[src/rtl/riscv_if_parcel_queue_pkg.sv]
// Shared definitions for the fetch-to-decode parcel queue.
//
// Contents:
//   IFQ_XLEN / IFQ_PARCEL_SIZE / IFQ_DEPTH : default PC width, parcel width, queue depth
//   ifq_entry_t                            : one queue entry {pc, parcel, misaligned}
//   ifq_entry_width()                      : packed entry width for arbitrary widths
//
// The storage array keeps entries as flat vectors laid out exactly like
// ifq_entry_t (pc in the MSBs, misaligned flag in the LSB), so that
// non-default XLEN/PARCEL_SIZE builds still work.
package riscv_if_parcel_queue_pkg;

  localparam int IFQ_XLEN        = 64;
  localparam int IFQ_PARCEL_SIZE = 32;
  localparam int IFQ_DEPTH       = 4;

  typedef struct packed {
    logic [IFQ_XLEN-1:0]        pc;
    logic [IFQ_PARCEL_SIZE-1:0] parcel;
    logic                       misaligned;
  } ifq_entry_t;

  function automatic int ifq_entry_width(input int xlen, input int parcel_size);
    return xlen + parcel_size + 1;
  endfunction

endpackage

[src/rtl/riscv_if_parcel_queue_if.sv]
// Fetch/decode bundle of the parcel queue.
//
// Signals:
//   if_parcel_pc, if_parcel, if_parcel_valid, if_parcel_misaligned : parcel from fetch
//   if_stall                                                       : back-pressure to fetch
//   id_flush, id_stall                                             : flush / decode-not-ready
//   id_pc, id_instr, id_misaligned, id_valid                       : head entry to decode
//   ifq_count                                                      : occupancy
//
// Handshake: a parcel is taken from fetch on a rising edge where
// if_parcel_valid=1, id_flush=0 and the queue is not full; fetch must hold
// the parcel (unchanged) while if_stall=1. Decode takes the head entry on a
// rising edge where id_valid=1 and id_stall=0.
//
// Modports: slave = the queue, master = the environment (fetch + decode).
interface riscv_if_parcel_queue_if
  import riscv_if_parcel_queue_pkg::*;
#(
  parameter int XLEN        = IFQ_XLEN,
  parameter int PARCEL_SIZE = IFQ_PARCEL_SIZE,
  parameter int DEPTH       = IFQ_DEPTH
) ();

  localparam int CW = $clog2(DEPTH) + 1;

  logic [XLEN-1:0]        if_parcel_pc;
  logic [PARCEL_SIZE-1:0] if_parcel;
  logic                   if_parcel_valid;
  logic                   if_parcel_misaligned;
  logic                   if_stall;
  logic                   id_flush;
  logic                   id_stall;
  logic [XLEN-1:0]        id_pc;
  logic [PARCEL_SIZE-1:0] id_instr;
  logic                   id_misaligned;
  logic                   id_valid;
  logic [CW-1:0]          ifq_count;

  modport slave (
    input  if_parcel_pc, if_parcel, if_parcel_valid, if_parcel_misaligned,
    input  id_flush, id_stall,
    output if_stall, id_pc, id_instr, id_misaligned, id_valid, ifq_count
  );

  modport master (
    output if_parcel_pc, if_parcel, if_parcel_valid, if_parcel_misaligned,
    output id_flush, id_stall,
    input  if_stall, id_pc, id_instr, id_misaligned, id_valid, ifq_count
  );

endinterface

[src/rtl/riscv_ifq_mem.sv]
// Entry storage for the parcel queue: DEPTH x WIDTH register array with one
// synchronous write port and one asynchronous read port. Not reset; the
// queue pointers alone decide which entries are meaningful.
//
// Ports:
//   clk   : clock
//   we    : write enable
//   waddr : write index
//   wdata : write entry
//   raddr : read index
//   rdata : entry at raddr (combinational)
module riscv_ifq_mem
  import riscv_if_parcel_queue_pkg::*;
#(
  parameter int DEPTH = IFQ_DEPTH,
  parameter int WIDTH = ifq_entry_width(IFQ_XLEN, IFQ_PARCEL_SIZE)
) (
  input  logic                     clk,
  input  logic                     we,
  input  logic [$clog2(DEPTH)-1:0] waddr,
  input  logic [WIDTH-1:0]         wdata,
  input  logic [$clog2(DEPTH)-1:0] raddr,
  output logic [WIDTH-1:0]         rdata
);

  logic [WIDTH-1:0] mem [DEPTH];

  always_ff @(posedge clk) begin
    if (we) begin
      mem[waddr] <= wdata;
    end
  end

  assign rdata = mem[raddr];

endmodule

[src/rtl/riscv_if_parcel_queue.sv]
// Instruction-parcel FIFO between the fetch core and decode.
//
// Ports:
//   clk : clock, rising edge
//   rst : synchronous active-high reset (clears pointers, not storage)
//   bus : riscv_if_parcel_queue_if.slave (fetch side, decode side, occupancy)
//
// Build option: RISCV_IFQ_BYPASS_EN -- when defined, a parcel arriving at an
// empty queue is forwarded combinationally to decode in the same cycle; it
// is stored only if decode does not take it that cycle. When undefined there
// is no combinational path from fetch inputs to decode outputs and a pushed
// parcel becomes visible one cycle later.
//
// DEPTH must be a power of two, >= 2. Pointers carry one extra wrap bit so
// full and empty are distinguishable without a separate counter.
module riscv_if_parcel_queue
  import riscv_if_parcel_queue_pkg::*;
#(
  parameter int XLEN        = IFQ_XLEN,
  parameter int PARCEL_SIZE = IFQ_PARCEL_SIZE,
  parameter int DEPTH       = IFQ_DEPTH
) (
  input logic                    clk,
  input logic                    rst,
  riscv_if_parcel_queue_if.slave bus
);

  localparam int AW      = $clog2(DEPTH);
  localparam int PW      = AW + 1;
  localparam int ENTRY_W = ifq_entry_width(XLEN, PARCEL_SIZE);

  logic [PW-1:0]      wptr;
  logic [PW-1:0]      rptr;
  logic               full;
  logic               empty;
  logic               push;
  logic               pop;
  logic [ENTRY_W-1:0] wdata;
  logic [ENTRY_W-1:0] rdata;

  assign full  = (wptr[AW] != rptr[AW]) && (wptr[AW-1:0] == rptr[AW-1:0]);
  assign empty = (wptr == rptr);

  // Difference modulo 2*DEPTH gives 0..DEPTH directly.
  assign bus.ifq_count = wptr - rptr;

  // Depends only on registered pointers and id_flush.
  assign bus.if_stall = full | bus.id_flush;

  assign wdata = {bus.if_parcel_pc, bus.if_parcel, bus.if_parcel_misaligned};

`ifdef RISCV_IFQ_BYPASS_EN
  logic bypass;

  // Incoming parcel is presented directly when nothing is queued ahead of it.
  assign bypass       = empty & bus.if_parcel_valid & ~bus.id_flush;
  assign bus.id_valid = (~empty | bus.if_parcel_valid) & ~bus.id_flush;
  assign {bus.id_pc, bus.id_instr, bus.id_misaligned} = empty ? wdata : rdata;

  // Only stored entries advance the read pointer; a bypassed parcel that
  // decode accepts is never written.
  assign pop  = ~empty & ~bus.id_flush & ~bus.id_stall;
  assign push = bus.if_parcel_valid & ~bus.id_flush & ~full & ~(bypass & ~bus.id_stall);
`else
  assign bus.id_valid = ~empty & ~bus.id_flush;
  assign {bus.id_pc, bus.id_instr, bus.id_misaligned} = rdata;

  assign pop  = bus.id_valid & ~bus.id_stall;
  assign push = bus.if_parcel_valid & ~bus.id_flush & ~full;
`endif

  always_ff @(posedge clk) begin
    if (rst || bus.id_flush) begin
      wptr <= '0;
      rptr <= '0;
    end else begin
      if (push) begin
        wptr <= wptr + PW'(1);
      end
      if (pop) begin
        rptr <= rptr + PW'(1);
      end
    end
  end

  riscv_ifq_mem #(
    .DEPTH (DEPTH),
    .WIDTH (ENTRY_W)
  ) u_mem (
    .clk   (clk),
    .we    (push),
    .waddr (wptr[AW-1:0]),
    .wdata (wdata),
    .raddr (rptr[AW-1:0]),
    .rdata (rdata)
  );

endmodule
[src/flat_wrapper.sv]
// flat-port wrapper written by rule: the top's interface ports become plain ports
module riscv_if_parcel_queue_flat import riscv_if_parcel_queue_pkg::*;
#(
  parameter int XLEN        = IFQ_XLEN,
  parameter int PARCEL_SIZE = IFQ_PARCEL_SIZE,
  parameter int DEPTH       = IFQ_DEPTH
)
  (clk, rst, bus_if_parcel_pc, bus_if_parcel, bus_if_parcel_valid, bus_if_parcel_misaligned, bus_id_flush, bus_id_stall, bus_if_stall, bus_id_pc, bus_id_instr, bus_id_misaligned, bus_id_valid, bus_ifq_count);
  riscv_if_parcel_queue_if #(.XLEN(XLEN), .PARCEL_SIZE(PARCEL_SIZE), .DEPTH(DEPTH)) bus_i ();
  input logic clk;
  input logic rst;
  input wire logic [$bits(bus_i.if_parcel_pc)-1:0] bus_if_parcel_pc;
  input wire logic [$bits(bus_i.if_parcel)-1:0] bus_if_parcel;
  input wire logic [$bits(bus_i.if_parcel_valid)-1:0] bus_if_parcel_valid;
  input wire logic [$bits(bus_i.if_parcel_misaligned)-1:0] bus_if_parcel_misaligned;
  input wire logic [$bits(bus_i.id_flush)-1:0] bus_id_flush;
  input wire logic [$bits(bus_i.id_stall)-1:0] bus_id_stall;
  output wire logic [$bits(bus_i.if_stall)-1:0] bus_if_stall;
  output wire logic [$bits(bus_i.id_pc)-1:0] bus_id_pc;
  output wire logic [$bits(bus_i.id_instr)-1:0] bus_id_instr;
  output wire logic [$bits(bus_i.id_misaligned)-1:0] bus_id_misaligned;
  output wire logic [$bits(bus_i.id_valid)-1:0] bus_id_valid;
  output wire logic [$bits(bus_i.ifq_count)-1:0] bus_ifq_count;
  assign bus_i.if_parcel_pc = bus_if_parcel_pc;
  assign bus_i.if_parcel = bus_if_parcel;
  assign bus_i.if_parcel_valid = bus_if_parcel_valid;
  assign bus_i.if_parcel_misaligned = bus_if_parcel_misaligned;
  assign bus_i.id_flush = bus_id_flush;
  assign bus_i.id_stall = bus_id_stall;
  assign bus_if_stall = bus_i.if_stall;
  assign bus_id_pc = bus_i.id_pc;
  assign bus_id_instr = bus_i.id_instr;
  assign bus_id_misaligned = bus_i.id_misaligned;
  assign bus_id_valid = bus_i.id_valid;
  assign bus_ifq_count = bus_i.ifq_count;
  riscv_if_parcel_queue #(.XLEN(XLEN), .PARCEL_SIZE(PARCEL_SIZE), .DEPTH(DEPTH)) u_core (.clk(clk), .rst(rst), .bus(bus_i));
endmodule
[config.mk]
export PLATFORM = sky130hd
export DESIGN_NAME = riscv_if_parcel_queue_flat
export DESIGN_NICKNAME = d
export VERILOG_FILES = /design/src/rtl/riscv_if_parcel_queue_pkg.sv /design/src/rtl/riscv_if_parcel_queue_if.sv /design/src/rtl/riscv_ifq_mem.sv /design/src/rtl/riscv_if_parcel_queue.sv /design/src/flat_wrapper.sv
export SDC_FILE = /design/constraint.sdc
export NUM_CORES = 1
export LEC_CHECK = 0
export BUFFER_PORTS_ARGS = -buffer_cell sky130_fd_sc_hd__clkbuf_2
export CAP_MARGIN = 0
export CORE_ASPECT_RATIO = 0.75
export CORE_MARGIN = 2
export CORE_UTILIZATION = 61
export DETAILED_ROUTE_END_ITERATION = 10
export PLACE_DENSITY = 0.88
export SETUP_SLACK_MARGIN = 0.2
export SYNTH_ARGS = -nofsm -noshare
export SYNTH_HDL_FRONTEND = slang
export SYNTH_HIERARCHICAL = 1
export SYNTH_SLANG_ARGS = --single-unit
[constraint.sdc]
create_clock -name clk -period 17.8 [get_ports clk]
set_clock_uncertainty 0.15 [all_clocks]
set_input_delay 1.78 -clock clk [delete_from_list [all_inputs] [get_ports clk]]
set_output_delay 1.78 -clock clk [all_outputs]
set_load 0.02 [all_outputs]
== Yosys cells after proc, flatten, opt, wreduce, memory -nomap -nowiden ==
Memories as Yosys holds them, arrays and structs flattened. A register that Yosys moved wholly into a read port is not among the register bits.
Cells that the tools add are included.

* Magnitude comparators: 0
* Multiply operators: 0
* Bitwise logic cells: 9
* Equality and inequality tests: 3
* Reduce and logical (&&, ||, !) cells: 2
* Div/mod/pow operators: 0
* Shift operators: 0
* $add $sub $neg: 3
* Multiplexer cells: 4

{| class="wikitable"
|+ Operators with widths
! operator !! count
|-
| adder 3 x 1 -> 3 bit, second input constant || 2
|-
| bitwise AND 1 bit || 4
|-
| 2-to-1 mux 2 bit || 2
|-
| inverter 1 bit || 4
|-
| == test 3 bit || 1
|-
| subtractor 3 bit || 1
|-
| == test 2 bit || 1
|-
| 2-to-1 mux 1 bit || 2
|-
| logical AND 1 bit || 1
|-
| logical OR 1 bit || 1
|-
| != test 1 bit || 1
|-
| bitwise OR 1 bit || 1
|}

* Output and inout port bits: 102
* Input bits: 102
* Register bits: 6
* Bits in writable memories: 388
* Memories: 1
* Bits in read-only memories: 0
* Bits in latches: 0

{| class="wikitable"
|+ Memory list
! memory !! depth !! width !! read ports !! clocked after Yosys merged registers in !! write ports !! line !! RTL
|-
| u_core.u_mem.mem || 4 || 97 || 1 || 1 || 1 || riscv_ifq_mem.sv:26 || <nowiki>logic [WIDTH-1:0] mem [DEPTH];</nowiki>
|}

== Depth between registers and ports, before layout ==
Gate-level depths: netlist of the first run.

* Word-level depth: 6
* Gate-level depth with buffers: 4
* Mapped depth without buffers: 4

== Modules after synthesis ==
The synthesis of the first run kept the hierarchy.

{| class="wikitable"
|+ Modules (own cells, without submodules)
! module !! cells each !! seq. area each (sq um) !! times used !! area each (sq um)
|-
| riscv_ifq_mem || 511 || 11651.2 || 1 || 14015.9
|-
| riscv_if_parcel_queue || 48 || 120.1 || 1 || 435.4
|}

== Worst setup path after synthesis of the first run ==
No wires, ideal clock.

* Path kind: input -> register
* Start point: in bus_id_flush
* End point: mem u_core/u_mem/mem[0][0] in the netlist's numbering, enable pin
* Path slack: 7552 ps
* Buffers on the path: 1
* Stages: 3
* Data arrival time: 9407 ps
* Cells stage by stage: buf_2 -> a311oi_2 -> nor3b_1

* Longest elaborated chain between the ends: 5

{| class="wikitable"
|+ Ends and longest elaborated chain
! item !! line !! RTL
|-
| start: declaration || flat_wrapper.sv:16 || <nowiki>input wire logic [$bits(bus_i.id_flush)-1:0] bus_id_flush;</nowiki>
|-
| inverter 1 bit || riscv_if_parcel_queue.sv:69 || <nowiki>assign push = bus.if_parcel_valid & ~bus.id_flush & ~full;</nowiki>
|-
| bitwise AND 1 bit (2 in series) || riscv_if_parcel_queue.sv:69 ||
|-
| via u_core.push || riscv_if_parcel_queue.sv:36 || <nowiki>logic push;</nowiki>
|-
| 2-to-1 mux 1 bit || riscv_ifq_mem.sv:29 || <nowiki>if (we) begin</nowiki>
|-
| 2-to-1 mux 1 bit (not written as such) || riscv_ifq_mem.sv:30 || <nowiki>mem[waddr] <= wdata;</nowiki>
|-
| end: declaration || riscv_ifq_mem.sv:26 ||
|}

The timed path passes the listed nets, and every way through them passes these cells.

==> results.json, run 1 <==
{
  "synth-edff-count": 388,
  "layout-drive-gt1-share": 0.456,
  "reg2reg_to": "u_core/u_mem/mem[1][9]",
  "syn_area_um2": 14500,
  "status": "finished clean",
  "area_growth_pct": 16.9,
  "hold_depth": 2,
  "wl_per_cell_um": 24.5,
  "hold_buffers": 0,
  "grt_overflow": 0,
  "clock_latency_ps": 510,
  "hold_violations": 0,
  "grt_max_degree": 76,
  "cts_tree": "done",
  "grt_pass1_wl_um": 40400,
  "ctsResizeCount": 0,
  "hold_end": "u_core/rptr[2]",
  "syn_inst": 559,
  "async_flop_share": 0,
  "synth.most_common_cell": "edfxtp_1",
  "ys_top_cells_by_area": "edfxtp_1 (81%), mux4_2 (15%), dfxtp_1 (0.83%)",
  "yosysSeqAreaShare": 0.815,
  "fin_crit_sh": 0.293,
  "crit_fanout": 52,
  "rr_worst_depth": 4,
  "peakVddDrop_v": 0.0000911,
  "clock-root-buffer": "clkbuf_16",
  "via_count": 6683,
  "synthFlopType": "edfxtp_1",
  "max_slew.worst_pin.slew_ps": 1120,
  "fin_tns_setup_ps": 0,
  "slew_headroom": 0.253,
  "crit_required_ps": 15870,
  "synth_top_area_frac": 0.806,
  "slew_viol_final": 0,
  "reg2reg_from": "u_core/rptr[0]",
  "drc": 0,
  "synth.largest_area_cell": "edfxtp_1",
  "placed_cells": 1046,
  "synth.avg_cell_area_um2": 25.9,
  "drtIter0Drc": 649,
  "arrival_ps": 3290,
  "grt_usage": 0.220,
  "die_w_um": 182,
  "synth_common_cells": "edfxtp_1 (388), mux4_2 (97), buf_2 (12)",
  "syn-num-nets": 666,
  "first_pass_iters": 5,
  "synth_warnings": 6,
  "endpoint_kind": "primary output",
  "critical_path_class": "flop to primary output",
  "nNetsFinal": 892,
  "ant_nets": 0,
  "netlist-cell-type-count": 25,
  "cts_buffers": 37,
  "wl_um": 27100,
  "die_y_um": 137,
  "hold_path.startpoint": "u_core/rptr[2]",
  "holdWs_ps": 380,
  "drv_cap": 0,
  "rows": 48,
  "rrSetupSlack_ps": 13650,
  "viasPerCell": 6.03,
  "dieArea_um2": 25000,
  "finalNonFillerCells": 1108,
  "clkSinkCount": 394,
  "rsz0062_at_grt": "false",
  "finalWeightedCongestion": 0.748,
  "initial_core_util": 0.625,
  "hp-class": "flop to flop",
  "postCtsSetupBuffers": 0,
  "first_global_vias": 6872,
  "ios": 204,
  "antenna_found_initial": 4,
  "finalSetupViolations": 0,
  "ys_seq_elements": 394,
  "p_total_w": 0.00183,
  "clockBufferDepth": 3,
  "fmax_ghz": 0.191,
  "h-tree-depth": 2,
  "core_um2": 23100,
  "dp_hpwl_um": 16400,
  "numPortBuffers": 203,
  "power_density_nw_per_um2": 109,
  "startpoint_type": "flop",
  "leakage_nw": 5.64,
  "clkTransAtPathRegs_ps": 60,
  "period_minus_slack_ps": 5220
}
per-stage QoR:
step,setup slack [ps],cell area [um2],util
6_report,12580,16900,0.730
5_1_grt,12230,16900,0.730
4_1_cts,12430,16900,0.730
3_5_place_dp,12990,15800,0.682
3_3_place_gp,13030,15800,0.682
2_1_floorplan,7550,14500,-
registers in the layout, indices dropped and copies added, names as in the netlist:
| register | flops |
|---|---|
| u_core/rptr | 3 |
| u_core/wptr | 3 |
| u_core/u_mem/mem | 388 |
metal layers:
layer  track usage  wire length, um  vias to the layer above
met2         0.358            13300                      326
li1              -                -                     2860
met1         0.303            10800                     3448
met4        0.0501              411                        6
met3        0.0669             2560                       43
met5             0               39                        -
worst max path at each step:
| stage | start | to | slack [ps] | cells past startpoint |
|---|---|---|---|---|
| after floorplan | bus_id_flush | u_core/u_mem/mem[0][0] | 7550 | 3 |
| after detailed placement | u_core/rptr[0] | bus_id_instr[1] | 12990 | 3 |
| after global placement | u_core/rptr[0] | bus_id_pc[37] | 13030 | 3 |
| final | u_core/rptr[0] | bus_id_pc[59] | 12580 | 3 |
| after CTS | u_core/rptr[0] | bus_id_pc[59] | 12430 | 3 |
| after global routing | u_core/rptr[0] | bus_id_pc[59] | 12230 | 3 |
area by class of cell:
type | instances | area [um2]
inverters | 6 | 22.5
diodes | 1 | 2.50
well taps | 300 | 375
repair buffers | 210 | 1070
clock buffers | 46 | 1020
flip-flops and latches | 394 | 11800
clock inverters | 15 | 97.6
multi-input cells | 136 | 2520
fillers | 1269 | 6230
layout by cell type (no fill, tap or decap), types with 2 or more instances in the layout:
master     instances
a311oi_2           2
a31oi_1            3
and3b_4            2
buf_4              7
clkbuf_1           5
clkbuf_16         39
clkbuf_2         203
clkbuf_8           2
clkinv_1           5
clkinv_2           8
dfxtp_1            4
dfxtp_4            2
edfxtp_1         388
ha_1               4
inv_1              6
mux2i_1            6
mux4_2            97
nand2_1            9
or3_1              2
xnor2_1            2
worst max-delay path, stage by stage, from the launching register on:
cell and delay [ps]:
dfxtp_4 970, buf_4 910, mux4_2 660, clkbuf_2 180
where the power goes:
| part | leakage (nW) | total (W) | internal, W | switching, W |
|---|---|---|---|---|
| combinational | 1.51 | 0.0000686 | 0.0000259 | 0.0000427 |
| sequential | 3.57 | 0.00104 | 0.00103 | 0.00000392 |
| clock | 0.559 | 0.000728 | 0.000420 | 0.000308 |
cell families (layout without fill, tap and decap cells):
group | after synthesis | count (layout) | synth area share
xor gates and xnor gates | 3 | 3 | 0.00182
other | 0 | 1 | 0
buffers and inverters | 29 | 277 | 0.0122
AOI/OAI and AO/OA | 6 | 6 | 0.00398
and+or+nand+nor | 19 | 19 | 0.00727
DFF | 394 | 394 | 0.815
muxes | 103 | 103 | 0.155
adders and majority gates | 5 | 5 | 0.00485
Power figures use the tool's default switching activity.
==> inputs of run 2 (changes only) <==
--- a/config.mk
+++ b/config.mk
@@ -9,9 +9,9 @@
 export CAP_MARGIN = 0
 export CORE_ASPECT_RATIO = 0.75
 export CORE_MARGIN = 2
-export CORE_UTILIZATION = 61
+export CORE_UTILIZATION = 57
 export DETAILED_ROUTE_END_ITERATION = 10
-export PLACE_DENSITY = 0.88
+export PLACE_DENSITY = 0.83
 export SETUP_SLACK_MARGIN = 0.2
 export SYNTH_ARGS = -nofsm -noshare
 export SYNTH_HDL_FRONTEND = slang
==> constraint.sdc (replaced) <==
create_clock -name clk -period 4.9 [get_ports clk]
set_clock_uncertainty 0.15 [all_clocks]
set_input_delay 0.49 -clock clk [delete_from_list [all_inputs] [get_ports clk]]
set_output_delay 0.49 -clock clk [all_outputs]
set_load 0.02 [all_outputs]
==> results.json, run 2 (synthesis results as in run 1) <==
{
  "wl_um": 26600,
  "clkSinkCount": 394,
  "ios": 204,
  "die_y_um": 142,
  "hold_buffers": 0,
  "largest_register": "u_core/u_mem/mem",
  "cts_tree": "done",
  "slew_headroom": 0.474,
  "grt_max_degree": 98,
  "fin_util": 0.680,
  "ctsResizeCount": 0,
  "power_density_nw_per_um2": 389,
  "clock_latency_ps": 490,
  "hold_violations": 0,
  "hold_end": "u_core/u_mem/mem[1][6]",
  "grt_usage": 0.202,
  "max_slew.worst_pin.slew_ps": 790,
  "hold_path.startpoint": "bus_if_parcel[5]",
  "largest_reg_flops": 388,
  "reg2reg_from": "u_core/rptr[1]",
  "drc": 0,
  "netSwitchingFraction": 0.192,
  "dp_hpwl_um": 16500,
  "layout-drive-gt1-share": 0.456,
  "area_growth_pct": 17.4,
  "dieArea_um2": 26700,
  "drv_cap": 0,
  "startpoint_type": "flop",
  "first_pass_iters": 4,
  "grt_pass1_wl_um": 40300,
  "stdcell_area_um2": 17000,
  "wl_per_cell_um": 23.1,
  "endpoint_kind": "flop",
  "grt_overflow": 0,
  "power_frac_clock": 0.391,
  "status": "finished clean",
  "h-tree-depth": 2,
  "leakage_nw": 5.64,
  "rrSetupSlack_ps": 1350,
  "power_frac_seq": 0.571,
  "p_comb_frac": 0.038,
  "finalWeightedCongestion": 0.760,
  "crit_required_ps": 4910,
  "ant_nets": 0,
  "initial_core_util": 0.579,
  "viasPerCell": 5.70,
  "clkTransAtPathRegs_ps": 60,
  "holdWs_ps": 58.3,
  "period_minus_slack_ps": 3550,
  "peakVddDrop_v": 0.000303,
  "crit_fanout": 56,
  "clock-root-buffer": "clkbuf_16",
  "drtIter0Drc": 516,
  "die_w_um": 188,
  "reg.largest.list": "u_core/u_mem/mem x388, u_core/rptr x3, u_core/wptr x3",
  "rr_worst_depth": 5,
  "hp-class": "input port to flop",
  "nNetsFinal": 894,
  "switchingPower_w": 0.00127,
  "slew_viol_final": 0,
  "mostFrequentLayoutCell": "edfxtp_1",
  "critical_path_class": "flop to flop",
  "place_area_um2": 15900,
  "postCtsSetupBuffers": 0,
  "via_count": 6558,
  "internal_power_w": 0.00533,
  "reg2reg_to": "u_core/u_mem/mem[3][73]",
  "core_um2": 25000,
  "arrival_ps": 3550,
  "final_cell_mix": "edfxtp_1 (388), clkbuf_2 (203), mux4_2 (97)",
  "finalSetupViolations": 0,
  "rows": 50,
  "antenna_found_initial": 4,
  "fmax_ghz": 0.282,
  "rsz0062_at_grt": "false",
  "clockBufferDepth": 3,
  "first_global_vias": 6816,
  "hold_depth": 1,
  "cts_buffers": 37,
  "numPortBuffers": 203,
  "fin_tns_setup_ps": 0,
  "fin_crit_sh": 0.724
}
## run 2: cell types whose count changed in the layout (fill, tap and decap cells not counted)
cell	delta
clkbuf_8	-2
clkbuf_16	-2
buf_4	-1
nor3b_4	+1
inv_6	-1
buf_12	+3
diode_2	+2
clkinvlp_4	+2
bufinv_16	+1
clkinv_2	+1
nor3b_2	-1
clkinv_1	+1
## run 2: layout make-up
| type | count | area (um2) |
|---|---|---|
| Inverter | 6 | 22.5 |
| Timing Repair Buffer | 212 | 1120 |
| Tap cell | 338 | 423 |
| Fill cell | 1536 | 7990 |
| Antenna cell | 3 | 7.51 |
| Sequential cell | 394 | 11800 |
| Multi-Input combinational cell | 136 | 2530 |
| Clock buffer | 42 | 945 |
| Clock inverter | 19 | 143 |
## run 2: power groups by stage
stage / Clock, W / Combinational, W / Sequential [W]
6_report: 0.00258 / 0.000251 / 0.00377
5_1_grt: 0.00277 / 0.000270 / 0.00377
4_1_cts: 0.00265 / 0.000255 / 0.00377
3_5_place_dp: 0 / 0.000254 / 0.00384
3_3_place_gp: 0 / 0.000240 / 0.00383
2_1_floorplan: 0 / 0.000122 / 0.00384
## run 2: routing by layer
| layer | vias to the layer above | GRT usage | wire, um |
|---|---|---|---|
| met3 | 40 | 0.0618 | 2480 |
| met4 | 2 | 0.0481 | 444 |
| met2 | 278 | 0.327 | 13000 |
| met5 | - | 0 | 13 |
| li1 | 2862 | - | - |
| met1 | 3376 | 0.277 | 10700 |
## run 2: critical path: stages, from the launching register on
cell      delay [ps]
dfxtp_4          780
inv_1            120
ha_1             410
a311oi_2         560
and3_4           730
buf_12           390
## run 2: how the worst max path moves through the flow
stage / start / endpoint / slack [ps] / cells past startpoint
after floorplan: u_core/wptr[0] / u_core/u_mem/mem[0][0] / 480 / 4
after global placement: u_core/rptr[1] / u_core/u_mem/mem[3][23] / 1450 / 5
after detailed placement: u_core/rptr[1] / u_core/u_mem/mem[3][86] / 1310 / 5
after CTS: u_core/rptr[1] / u_core/u_mem/mem[3][86] / 1310 / 5
after global routing: u_core/rptr[1] / u_core/u_mem/mem[3][73] / 1140 / 5
final: u_core/rptr[1] / u_core/u_mem/mem[3][73] / 1350 / 5
## run 2: stage by stage
step	setup WS, ps	power, W	instances
2_1_floorplan	484	0.00396	559
3_3_place_gp	1450	0.00407	1086
3_5_place_dp	1310	0.00409	1086
4_1_cts	1310	0.00667	1147
5_1_grt	1140	0.00681	1147
6_report	1350	0.00660	1150
